### src/rtl/axi_lite_clint_slave_pkg.sv
// Shared definitions for the CLINT AXI-lite responder: register offsets,
// response codes, FSM state encodings, address decode and byte-strobe merge.
package ClintStruct;

  localparam logic [15:0] MSIP_OFF     = 16'h0000;
  localparam logic [15:0] MTIMECMP_OFF = 16'h4000;
  localparam logic [15:0] MTIME_OFF    = 16'hBFF8;

  localparam logic [1:0] RESP_OKAY   = 2'b00;
  localparam logic [1:0] RESP_SLVERR = 2'b10;
  localparam logic [1:0] RESP_DECERR = 2'b11;

  typedef enum logic [1:0] {
    WR_IDLE    = 2'd0,
    WR_WAIT_W  = 2'd1,
    WR_WAIT_AW = 2'd2,
    WR_RESP    = 2'd3
  } wr_state_e;

  typedef enum logic {
    RD_IDLE = 1'b0,
    RD_RESP = 1'b1
  } rd_state_e;

  typedef enum logic [1:0] {
    SEL_NONE     = 2'd0,
    SEL_MSIP     = 2'd1,
    SEL_MTIMECMP = 2'd2,
    SEL_MTIME    = 2'd3
  } reg_sel_e;

  typedef struct packed {
    logic [1:0] resp;
    reg_sel_e   sel;
  } dec_t;

  // Window check first, then alignment, then the three mapped offsets.
  function automatic dec_t decode(input logic [63:0] addr, input logic [63:0] base);
    dec_t        d;
    logic [63:0] off;
    off    = addr - base;
    d.resp = RESP_DECERR;
    d.sel  = SEL_NONE;
    if ((addr < base) || (off > 64'h0000_0000_0000_FFFF)) begin
      d.resp = RESP_DECERR;
    end else if (addr[2:0] != 3'b000) begin
      d.resp = RESP_SLVERR;
    end else begin
      case (off[15:0])
        MSIP_OFF:     begin d.resp = RESP_OKAY; d.sel = SEL_MSIP;     end
        MTIMECMP_OFF: begin d.resp = RESP_OKAY; d.sel = SEL_MTIMECMP; end
        MTIME_OFF:    begin d.resp = RESP_OKAY; d.sel = SEL_MTIME;    end
        default:      begin d.resp = RESP_DECERR; d.sel = SEL_NONE;   end
      endcase
    end
    return d;
  endfunction

  function automatic logic [63:0] strb_merge(input logic [63:0] old_v,
                                             input logic [63:0] new_v,
                                             input logic [7:0]  strb);
    logic [63:0] r;
    r = old_v;
    for (int i = 0; i < 8; i++) begin
      if (strb[i]) begin
        r[8*i +: 8] = new_v[8*i +: 8];
      end
    end
    return r;
  endfunction

endpackage

### src/rtl/axi_lite_clint_slave_timer_regs.sv
// CLINT register file: free-running mtime, mtimecmp, msip and the mtip compare.
// Byte strobes are honoured only when CLINT_WSTRB_EN is defined.
module clint_timer_regs
  import ClintStruct::*;
(
  input  logic        clk,
  input  logic        rstn,
  input  logic        wr_en_i,
  input  reg_sel_e    wr_sel_i,
  input  logic [63:0] wr_data_i,
  input  logic [7:0]  wr_strb_i,
  output logic [63:0] mtime_o,
  output logic [63:0] mtimecmp_o,
  output logic        msip_o,
  output logic        mtip_o
);

  logic [63:0] mtime_q, mtime_d;
  logic [63:0] mtimecmp_q, mtimecmp_d;
  logic        msip_q, msip_d;
  logic [7:0]  eff_strb_s;
  logic [63:0] msip_merged_s;

`ifdef CLINT_WSTRB_EN
  assign eff_strb_s = wr_strb_i;
`else
  logic strb_unused_s;
  assign strb_unused_s = ^wr_strb_i;
  assign eff_strb_s    = 8'hFF;
`endif

  assign msip_merged_s = strb_merge({63'd0, msip_q}, wr_data_i, eff_strb_s);

  // Next-state: mtime counts every cycle unless a write to it loads a new value.
  always_comb begin
    mtime_d    = mtime_q + 64'd1;
    mtimecmp_d = mtimecmp_q;
    msip_d     = msip_q;
    if (wr_en_i) begin
      case (wr_sel_i)
        SEL_MSIP:     msip_d     = msip_merged_s[0];
        SEL_MTIMECMP: mtimecmp_d = strb_merge(mtimecmp_q, wr_data_i, eff_strb_s);
        SEL_MTIME:    mtime_d    = strb_merge(mtime_q, wr_data_i, eff_strb_s);
        default:      mtime_d    = mtime_q + 64'd1;
      endcase
    end else begin
      msip_d = msip_q;
    end
  end

  // Register state.
  always_ff @(posedge clk or negedge rstn) begin
    if (!rstn) begin
      mtime_q    <= 64'd0;
      mtimecmp_q <= 64'hFFFF_FFFF_FFFF_FFFF;
      msip_q     <= 1'b0;
    end else begin
      mtime_q    <= mtime_d;
      mtimecmp_q <= mtimecmp_d;
      msip_q     <= msip_d;
    end
  end

  assign mtime_o    = mtime_q;
  assign mtimecmp_o = mtimecmp_q;
  assign msip_o     = msip_q;
  assign mtip_o     = (mtime_q >= mtimecmp_q);

endmodule

### src/rtl/axi_lite_clint_slave.sv
// AXI-lite slave for the CLINT: independent write and read FSMs plus decode.
// Optional build macro: CLINT_WSTRB_EN (honour per-byte write strobes).
module axi_lite_clint_slave
  import ClintStruct::*;
#(
  parameter int          ADDR_WIDTH = 64,
  parameter int          DATA_WIDTH = 64,
  parameter logic [63:0] BASE_ADDR  = 64'h0000_0000_0200_0000
) (
  input  logic                  clk,
  input  logic                  rstn,
  input  logic [ADDR_WIDTH-1:0] awaddr,
  input  logic                  awvalid,
  output logic                  awready,
  input  logic [DATA_WIDTH-1:0] wdata,
  input  logic [7:0]            wstrb,
  input  logic                  wvalid,
  output logic                  wready,
  output logic [1:0]            bresp,
  output logic                  bvalid,
  input  logic                  bready,
  input  logic [ADDR_WIDTH-1:0] araddr,
  input  logic                  arvalid,
  output logic                  arready,
  output logic [DATA_WIDTH-1:0] rdata,
  output logic [1:0]            rresp,
  output logic                  rvalid,
  input  logic                  rready,
  output logic                  mtip,
  output logic                  msip,
  output logic [63:0]           mtime
);

  wr_state_e   wr_state_q, wr_state_d;
  logic [63:0] awaddr_q, awaddr_d;
  logic [63:0] wdata_q, wdata_d;
  logic [7:0]  wstrb_q, wstrb_d;
  logic [1:0]  bresp_q, bresp_d;
  logic        commit_s;
  logic [63:0] cmt_addr_s, cmt_data_s;
  logic [7:0]  cmt_strb_s;
  dec_t        wdec_s;

  rd_state_e   rd_state_q, rd_state_d;
  logic [63:0] rdata_q, rdata_d;
  logic [1:0]  rresp_q, rresp_d;
  dec_t        rdec_s;
  logic [63:0] rd_val_s;

  logic [63:0] aw_addr_s, ar_addr_s;
  logic [63:0] mtime_s, mtimecmp_s;
  logic        msip_s, mtip_s;

  assign aw_addr_s = 64'(awaddr);
  assign ar_addr_s = 64'(araddr);

  // Write FSM: the completing handshake picks live or latched address/data.
  always_comb begin
    wr_state_d = wr_state_q;
    awaddr_d   = awaddr_q;
    wdata_d    = wdata_q;
    wstrb_d    = wstrb_q;
    bresp_d    = bresp_q;
    commit_s   = 1'b0;
    cmt_addr_s = awaddr_q;
    cmt_data_s = wdata_q;
    cmt_strb_s = wstrb_q;
    case (wr_state_q)
      WR_IDLE: begin
        if (awvalid && wvalid) begin
          commit_s   = 1'b1;
          cmt_addr_s = aw_addr_s;
          cmt_data_s = 64'(wdata);
          cmt_strb_s = wstrb;
          wr_state_d = WR_RESP;
        end else if (awvalid) begin
          awaddr_d   = aw_addr_s;
          wr_state_d = WR_WAIT_W;
        end else if (wvalid) begin
          wdata_d    = 64'(wdata);
          wstrb_d    = wstrb;
          wr_state_d = WR_WAIT_AW;
        end else begin
          wr_state_d = WR_IDLE;
        end
      end
      WR_WAIT_W: begin
        if (wvalid) begin
          commit_s   = 1'b1;
          cmt_data_s = 64'(wdata);
          cmt_strb_s = wstrb;
          wr_state_d = WR_RESP;
        end else begin
          wr_state_d = WR_WAIT_W;
        end
      end
      WR_WAIT_AW: begin
        if (awvalid) begin
          commit_s   = 1'b1;
          cmt_addr_s = aw_addr_s;
          wr_state_d = WR_RESP;
        end else begin
          wr_state_d = WR_WAIT_AW;
        end
      end
      WR_RESP: begin
        if (bready) begin
          wr_state_d = WR_IDLE;
        end else begin
          wr_state_d = WR_RESP;
        end
      end
      default: wr_state_d = WR_IDLE;
    endcase
    wdec_s = decode(cmt_addr_s, BASE_ADDR);
    if (commit_s) begin
      bresp_d = wdec_s.resp;
    end else begin
      bresp_d = bresp_q;
    end
  end

  // Write-channel state registers.
  always_ff @(posedge clk or negedge rstn) begin
    if (!rstn) begin
      wr_state_q <= WR_IDLE;
      awaddr_q   <= 64'd0;
      wdata_q    <= 64'd0;
      wstrb_q    <= 8'd0;
      bresp_q    <= RESP_OKAY;
    end else begin
      wr_state_q <= wr_state_d;
      awaddr_q   <= awaddr_d;
      wdata_q    <= wdata_d;
      wstrb_q    <= wstrb_d;
      bresp_q    <= bresp_d;
    end
  end

  assign awready = (wr_state_q == WR_IDLE) || (wr_state_q == WR_WAIT_AW);
  assign wready  = (wr_state_q == WR_IDLE) || (wr_state_q == WR_WAIT_W);
  assign bvalid  = (wr_state_q == WR_RESP);
  assign bresp   = bresp_q;

  // Read mux sees pre-edge register values, so a same-cycle write reads old data.
  always_comb begin
    rdec_s = decode(ar_addr_s, BASE_ADDR);
    case (rdec_s.sel)
      SEL_MSIP:     rd_val_s = {63'd0, msip_s};
      SEL_MTIMECMP: rd_val_s = mtimecmp_s;
      SEL_MTIME:    rd_val_s = mtime_s;
      default:      rd_val_s = 64'd0;
    endcase
  end

  // Read FSM: capture response on AR handshake, hold until rready.
  always_comb begin
    rd_state_d = rd_state_q;
    rdata_d    = rdata_q;
    rresp_d    = rresp_q;
    case (rd_state_q)
      RD_IDLE: begin
        if (arvalid) begin
          rresp_d    = rdec_s.resp;
          rdata_d    = rd_val_s;
          rd_state_d = RD_RESP;
        end else begin
          rd_state_d = RD_IDLE;
        end
      end
      RD_RESP: begin
        if (rready) begin
          rd_state_d = RD_IDLE;
        end else begin
          rd_state_d = RD_RESP;
        end
      end
      default: rd_state_d = RD_IDLE;
    endcase
  end

  // Read-channel state registers.
  always_ff @(posedge clk or negedge rstn) begin
    if (!rstn) begin
      rd_state_q <= RD_IDLE;
      rdata_q    <= 64'd0;
      rresp_q    <= RESP_OKAY;
    end else begin
      rd_state_q <= rd_state_d;
      rdata_q    <= rdata_d;
      rresp_q    <= rresp_d;
    end
  end

  assign arready = (rd_state_q == RD_IDLE);
  assign rvalid  = (rd_state_q == RD_RESP);
  assign rdata   = DATA_WIDTH'(rdata_q);
  assign rresp   = rresp_q;

  clint_timer_regs u_regs (
    .clk        (clk),
    .rstn       (rstn),
    .wr_en_i    (commit_s && (wdec_s.resp == RESP_OKAY)),
    .wr_sel_i   (wdec_s.sel),
    .wr_data_i  (cmt_data_s),
    .wr_strb_i  (cmt_strb_s),
    .mtime_o    (mtime_s),
    .mtimecmp_o (mtimecmp_s),
    .msip_o     (msip_s),
    .mtip_o     (mtip_s)
  );

  assign mtime = mtime_s;
  assign mtip  = mtip_s;
  assign msip  = msip_s;

endmodule

### config.mk
export PLATFORM = sky130hd
export DESIGN_NAME = axi_lite_clint_slave
export DESIGN_NICKNAME = d
export VERILOG_FILES = /design/src/rtl/axi_lite_clint_slave_pkg.sv /design/src/rtl/axi_lite_clint_slave_timer_regs.sv /design/src/rtl/axi_lite_clint_slave.sv
export SDC_FILE = /design/constraint.sdc
export NUM_CORES = 1
export LEC_CHECK = 0
export ABC_AREA = 1
export CORE_ASPECT_RATIO = 2
export CORE_UTILIZATION = 50
export CTS_CLUSTER_SIZE = 25
export DETAILED_ROUTE_END_ITERATION = 12
export GPL_ROUTABILITY_DRIVEN = 0
export PLACE_DENSITY = 0.74
export SYNTH_ARGS = -nofsm -noshare
export SYNTH_HDL_FRONTEND = slang
export SYNTH_HIERARCHICAL = 1
export SYNTH_SLANG_ARGS = --single-unit
### constraint.sdc
create_clock -name clk -period 3.3 [get_ports clk]
set_clock_uncertainty 0.15 [all_clocks]
set_input_delay 0.825 -clock clk [delete_from_list [all_inputs] [get_ports clk]]
set_output_delay 0.825 -clock clk [all_outputs]
set_load 0.02 [all_outputs]
==> run_results.csv, run 1 <==
group,metric,value,unit
placement,pre_cts_slack,-1.23,ns
run_status,haltStage,"5_1_grt",
placement,dp_hpwl,74400,um
die,rows,113,
timing,worst-endpoint-pin-kind,"register data pin",
placement,portBuffers,337,
synth,ys.warnings.count,6,
die,fp.dieH,313,um
global_route,grt_usage,52.7,%
cts,ctsLongestPathBuffers,3,
synth,syn_area,24200,um^2
run_status,first-error,"[ERROR GRT-0232] Routing congestion too high. Check the congestion heatmap in the GUI.",
global_route,grt_max_degree,129,
cts,cts_root_buf,"clkbuf_16",
synth,avgSynthCellArea,6.30,um^2
synth,synth_cells,3840,
synth,synth_fp_nets,4114,
timing,grt-worst-endpoint,"u_regs/mtimecmp_o[20]$_DFFE_PN1P_/D",
global_route,grt_overflow,53,
cts,h-tree-depth,2,
run_status,run_status,"stopped before the end",
die,initial_core_util,50.8,%
die,die_x,158,um
cts,cts_made_buffers,34,
die,io_pins,346,
[routing by layer]
metal / GRT overflow / GRT usage, %
met1: 0 / 49.7
met4: 23 / 53.2
met3: 2 / 26.2
met2: 27 / 80.1
met5: 1 / 4.76
[per-stage QoR]
step                util (%)  TNS, ns  instance area, um^2  instances  hold slack, ns
floorplan                  -   -63.44                24600       3840           0.307
global placement        67.6  -188.68                32200       5177           0.310
detailed placement      67.6  -193.49                32200       5177           0.314
CTS                     73.9   -68.18                35200       5318           0.182
[repair_timing]
| action | 4_1_cts |
|---|---|
| setup endpoints to repair | 196 |
| cloned | 18 |
| hold buffers | 0 |
| hold endpoints to repair | 0 |
| gates resized for setup | 265 |
| buffers inserted | 63 |
| pin swaps | 48 |
==> inputs of run 2 (changes only) <==
--- a/config.mk
+++ b/config.mk
@@ -6,12 +6,10 @@
 export NUM_CORES = 1
 export LEC_CHECK = 0
 export ABC_AREA = 1
-export CORE_ASPECT_RATIO = 2
-export CORE_UTILIZATION = 50
-export CTS_CLUSTER_SIZE = 25
+export CORE_UTILIZATION = 35
 export DETAILED_ROUTE_END_ITERATION = 12
 export GPL_ROUTABILITY_DRIVEN = 0
-export PLACE_DENSITY = 0.74
+export PLACE_DENSITY_LB_ADDON = 0.15
 export SYNTH_ARGS = -nofsm -noshare
 export SYNTH_HDL_FRONTEND = slang
 export SYNTH_HIERARCHICAL = 1
==> constraint.sdc (replaced) <==
create_clock -name clk -period 4.3 [get_ports clk]
set_clock_uncertainty 0.15 [all_clocks]
set_input_delay 1.075 -clock clk [delete_from_list [all_inputs] [get_ports clk]]
set_output_delay 1.075 -clock clk [all_outputs]
set_load 0.02 [all_outputs]
==> run 2 against run 1 <==
The run now ends clean. Synthesized area stayed put. Synthesized cell count stayed put.
==> run_results.csv, run 2 <==
group,metric,value,unit
run_status,run_status,"finished clean",
die,initial_core_util,35.3,%
cts,cts_made_buffers,42,
global_route,grt_pass1_vias,24200,
global_route,antenna_found_initial,9,
timing,tightestPinTransition,1.13,ns
global_route,grt_max_degree,109,
die,core_area,68500,um^2
worst_setup_path,worstPathMaxFanout,15,
worst_setup_path,r2r_cells,28,
layout,syn2layout_area_growth,34.4,%
global_route,grt_pass1_wl,141000,um
worst_hold_path,hold_class,"in2async",
timing,fmax,240,MHz
worst_setup_path,startpoint_type,"input pin",
power,peakVddDrop,0.385,mV
timing,fin_crit_sh,96.9,%
power,p_leak,15.8,nW
drt,vias,26500,
power,p_clk_share,26.6,%
drt,drc,0,
worst_setup_path,critPathCaptureType,"register",
cts,h-tree-depth,2,
power,switching_share,41.5,%
timing,fin_ws,0.135,ns
layout,final_cell_mix,"nand2_1, inv_1, nor2_1",
global_route,grt_usage,25.8,%
synth,synth_cells,3840,
job,cap_viol_max_count,0,
synth,ys.warnings.count,6,
cts,cts_root_buf,"clkbuf_16",
power,power_density,449,nW/um^2
cts,clk_pin_slew,0.06,ns
synth,syn_area,24200,um^2
layout,final_core_util,47.5,%
cts,ctsLongestPathBuffers,3,
synth,avgSynthCellArea,6.30,um^2
die,fp.dieH,265,um
placement,dp_hpwl,70900,um
worst_setup_path,ff2ff_setup_slack,0.23,ns
cts,clock_latency,0.60,ns
timing,hold_viol_final,0,
layout,fillCellCount,7149,
placement,portBuffers,337,
power,p_sw,6.05,mW
synth,synth_fp_nets,4114,
timing,finalSetupViolCount,0,
timing,period_minus_slack,4.16,ns
worst_setup_path,worstPathArrival,4.50,ns
timing,relSlewSlack,24.2,%
drt,drt_iter0_markers,2171,
drt,ant_nets,0,
layout,drive_above_1_share,13.1,%
worst_setup_path,timing.rr.start,"wr_state_q[0]",
die,rows,96,
drt,vias_per_cell,5.01,
worst_setup_path,crit_type,"in2reg",
power,seq_power_share,27.1,%
worst_setup_path,critPathCapture,"u_regs/mtimecmp_o[29]",
timing,whs,0.309,ns
worst_setup_path,crit_required,4.64,ns
worst_setup_path,rr_endpoint,"u_regs/mtimecmp_o[29]",
die,die_x,265,um
layout,fin_nets,4646,
drt,drt_wl_total,94000,um
die,dieArea,70200,um^2
power,p_comb_share,46.4,%
worst_setup_path,cp-startpoint,"awaddr[28]",
placement,pre_cts_slack,-0.581,ns
die,io_pins,346,
power,internal-power,8.55,mW
global_route,grt_overflow,0,
layout,layout_commonest_cell,"nand2_1",
cts,hold_buffers,0,
cts,clock-sinks,328,
drt,first_pass_iters,6,
cts,cts_tree,"built",
drt,wire_per_inst,17.8,um
timing,slew_violations,0,
==> run 2: worst min-delay path by stage <==
stage	start	end	slack, ns	depth (start not counted)
final	rstn	rdata[37]	0.31	1
after CTS	rstn	rdata[37]	0.33	1
after global placement	rdata[24]	rdata[24]	0.31	2
after detailed placement	rdata[33]	rdata[33]	0.32	2
after floorplan	u_regs/mtimecmp_o[23]	u_regs/mtimecmp_o[23]	0.31	2
after global routing	rstn	rdata[37]	0.33	1
==> run 2: power by group through the flow <==
stage	clock, mW	combinational [mW]	sequential [mW]
finish	3.88	6.77	3.95
global route	4.07	7.45	4.02
CTS	3.97	6.46	3.96
detailed placement	0	6.43	4.00
global placement	0	6.41	3.99
floorplan	0	3.48	3.91
==> run 2: per-stage QoR <==
stage	cells	instance area, um^2	TNS (ns)	power, mW
2_1_floorplan	3840	24200	0	7.40
3_3_place_gp	5192	30500	-50.70	10.4
4_1_cts	5270	32000	0	14.4
3_5_place_dp	5192	30500	-61.04	10.4
5_1_grt	5289	32500	-2.93	15.5
6_report	5289	32500	0	14.6
==> run 2: area by class of cell <==
class / instances / area (um^2) / area share (%)
multi-input cells: 2943 / 13900 / 42.8
well taps: 882 / 1100 / 3.39
flip-flops and latches: 328 / 8290 / 25.5
diodes: 1 / 2.50 / 0.00770
repair buffers: 653 / 6200 / 19.1
clock inverters: 20 / 329 / 1.01
inverters: 404 / 1520 / 4.68
clock buffers: 58 / 1150 / 3.54
==> run 2: critical path, stage by stage <==
cell,delay [ns]
clkdlybuf4s50_1,0.45
nand2_1,0.08
o21ai_0,0.11
nand2_1,0.10
nand3_1,0.15
nor2_2,0.19
buf_4,0.13
nand2_1,0.07
nor2_4,0.15
nand2_2,0.10
o21ai_1,0.20
nand4_1,0.14
nor2_1,0.13
nand2_1,0.06
nor2_1,0.11
nand4_1,0.09
buf_4,0.17
nor2_2,0.11
inv_1,0.10
nor2_4,0.13
buf_4,0.15
nand2_8,0.12
clkbuf_16,0.21
nand2_1,0.08
o21ai_0,0.11
==> run 2: routing by layer <==
layer	vias to the layer above	share of wire, %	global-route usage [%]
li1	13300	-	-
met1	12300	48	37.6
met2	796	43	39.6
met3	112	6.6	4.37
met4	14	2.3	5.89
met5	-	0.11	0
==> run 2: repair_timing <==
action | in CTS | in global routing
pin swaps | 0 | 19
setup buffers | 0 | 10
gates cloned | 0 | 8
resized for setup | 2 | 79
setup endpoints to repair | 1 | 129
Power figures use the tool's default switching activity.
==> RTL change (flow settings as in run 2) <==
Change the parameter `ADDR_WIDTH` from 64 to 32.
--- a/src/rtl/axi_lite_clint_slave.sv
+++ b/src/rtl/axi_lite_clint_slave.sv
@@ -3,7 +3,7 @@
 module axi_lite_clint_slave
   import ClintStruct::*;
 #(
-  parameter int          ADDR_WIDTH = 64,
+  parameter int          ADDR_WIDTH = 32,
   parameter int          DATA_WIDTH = 64,
   parameter logic [63:0] BASE_ADDR  = 64'h0000_0000_0200_0000
 ) (
Ports: changed (resized araddr and awaddr); port bits go from 346 to 282. No check against the original RTL was run, so the function may have changed too.
==> RTL change against run 2 <==
  * Setup slack better by 0.073 ns
  * Design area shrank 13%
  * Sequential cell count is the same
  * Power down 6.0%
  * Area after synthesis down 11%
  * Die area fell by 10%
  * Wire length decreased by 16%
  * Critical endpoint is now u_regs/mtimecmp_o[11]$_DFFE_PN1P_
==> RTL change: results (changes against run 2) <==
[status]
outcome = completed

[clock_network]
cts_max_level = 2  ; unchanged
numCtsBuffers = 43  ; +2.4%
cts_root_buf = clkbuf_16
worstSkewPairLatency_ns = 0.59
cts_buffer_depth = 3  ; unchanged
cts_tree = done
clk_pin_slew_ns = 0.06  ; about the same

[setup_path]
slowest_stage = clkdlybuf4s50_1
reg2reg_slack_ns = 0.36  ; +0.13 ns
r2r_end = u_regs/mtimecmp_o[11]$_DFFE_PN1P_
crit_arrival_ns = 4.46  ; -0.04 ns
worst-r2r-cell-count = 26  ; -7.1%
critPathMaxFanout = 23  ; +8
cp_slowest_stage_delay_ns = 0.49  ; +0.04 ns

[power]
peakVddDrop_mv = 0.422  ; +9.6%
leakagePower_nw = 13.0  ; -18%

[min_path]
hold_depth = 2
min_to = rdata[39]$_DFFE_PN0P_
hp-class = reg -> reg
holdCritStartpoint = rdata[39]$_DFFE_PN0P_

[global_route]
antenna_found_initial = 1  ; -8
grt_pass1_vias = 21600  ; -11%
grt_pass1_wl_um = 121000  ; -14%
grt_max_degree = 99  ; -9.2%
met1_usage = 0.329  ; -0.0473
use_met3 = 0.0301  ; -0.0135
grt_usage = 0.245  ; -0.0130
gr-usage-met2 = 0.410  ; +0.0139

[final_layout]
fillers = 6020  ; -16%
drive_above_1_share = 0.124  ; -0.00735
fin_cells = 4321  ; -18%
nets = 3713  ; -20%

[route]
dr_wl_met3_um = 4600  ; -25%
dr.pass1.iters = 6  ; unchanged
drt-total-wl_um = 78900  ; -16%
drt_first_iter_violations = 1731  ; -20%
viasPerCell = 5.18  ; +3.4%
wl_met2_um = 37300  ; -8.8%
wl_met1_um = 34700  ; -22%
top_layer = met4

[logic_synthesis]
synth_nets = 3346  ; -19%
syn_inst = 3136  ; -18%
yosysWarnings = 6  ; unchanged

[placed_design]
dp_slack_ns = -0.522  ; +0.0591 ns
dpl-instance-area_sq_um = 26300  ; -14%
portBuffers = 273  ; -19%
place_hpwl_um = 59800  ; -16%
dpl.cell_count = 4231  ; -19%

[sta]
whs_ns = 0.331  ; +0.0217 ns
worstMarginPinSlew_ns = 1.02  ; -0.104 ns

RTL change: how the worst max path moves through the flow:
stage	from	to	slack (ns)	depth (start not counted)
detailed placement	awaddr[26]	u_regs/mtimecmp_o[11]$_DFFE_PN1P_	-0.52	24
CTS	awaddr[26]	u_regs/mtimecmp_o[11]$_DFFE_PN1P_	0.04	24
floorplan	wvalid	u_regs/mtimecmp_o[2]$_DFFE_PN1P_	0.03	24
global route	awaddr[25]	u_regs/mtimecmp_o[35]$_DFFE_PN1P_	-0.03	29
global placement	awaddr[26]	u_regs/mtimecmp_o[5]$_DFFE_PN1P_	-0.42	24
finish	awaddr[25]	u_regs/mtimecmp_o[11]$_DFFE_PN1P_	0.21	29
RTL change: where the power goes:
group / leakage, nW / switching, mW / internal [mW]
Combinational: 8.26 / 3.65 / 2.01
Clock: 0.788 / 1.50 / 2.59
Sequential: 3.93 / 0.302 / 3.66
Total: 13.0 / 5.45 / 8.27
RTL change: layout make-up:
| class | instances | area, sq um | share of cell area |
|---|---|---|---|
| Tap cell | 782 | 978 | 0.0348 |
| Timing Repair Buffer | 465 | 4390 | 0.156 |
| Sequential cell | 328 | 8290 | 0.294 |
| Antenna cell | 2 | 5.00 | 0.000178 |
| Inverter | 393 | 1480 | 0.0525 |
| Clock inverter | 19 | 348 | 0.0124 |
| Multi-Input combinational cell | 2272 | 11400 | 0.405 |
| Clock buffer | 60 | 1260 | 0.0448 |
RTL change: worst max-delay path: cells and delay by family:
family / cells / cell delay (ns)
compound gates: 2 / 0.13
buf+inv: 7 / 1.18
fa+ha+maj: 1 / 0.19
simple gates: 19 / 1.85
RTL change: what timing repair did:
item / CTS / global route
gates cloned: 0 / 3
setup endpoints to repair: 1 / 128
hold buffers: 0 / 0
buffers inserted: 0 / 6
resized for setup: 2 / 38
pin swaps: 0 / 9
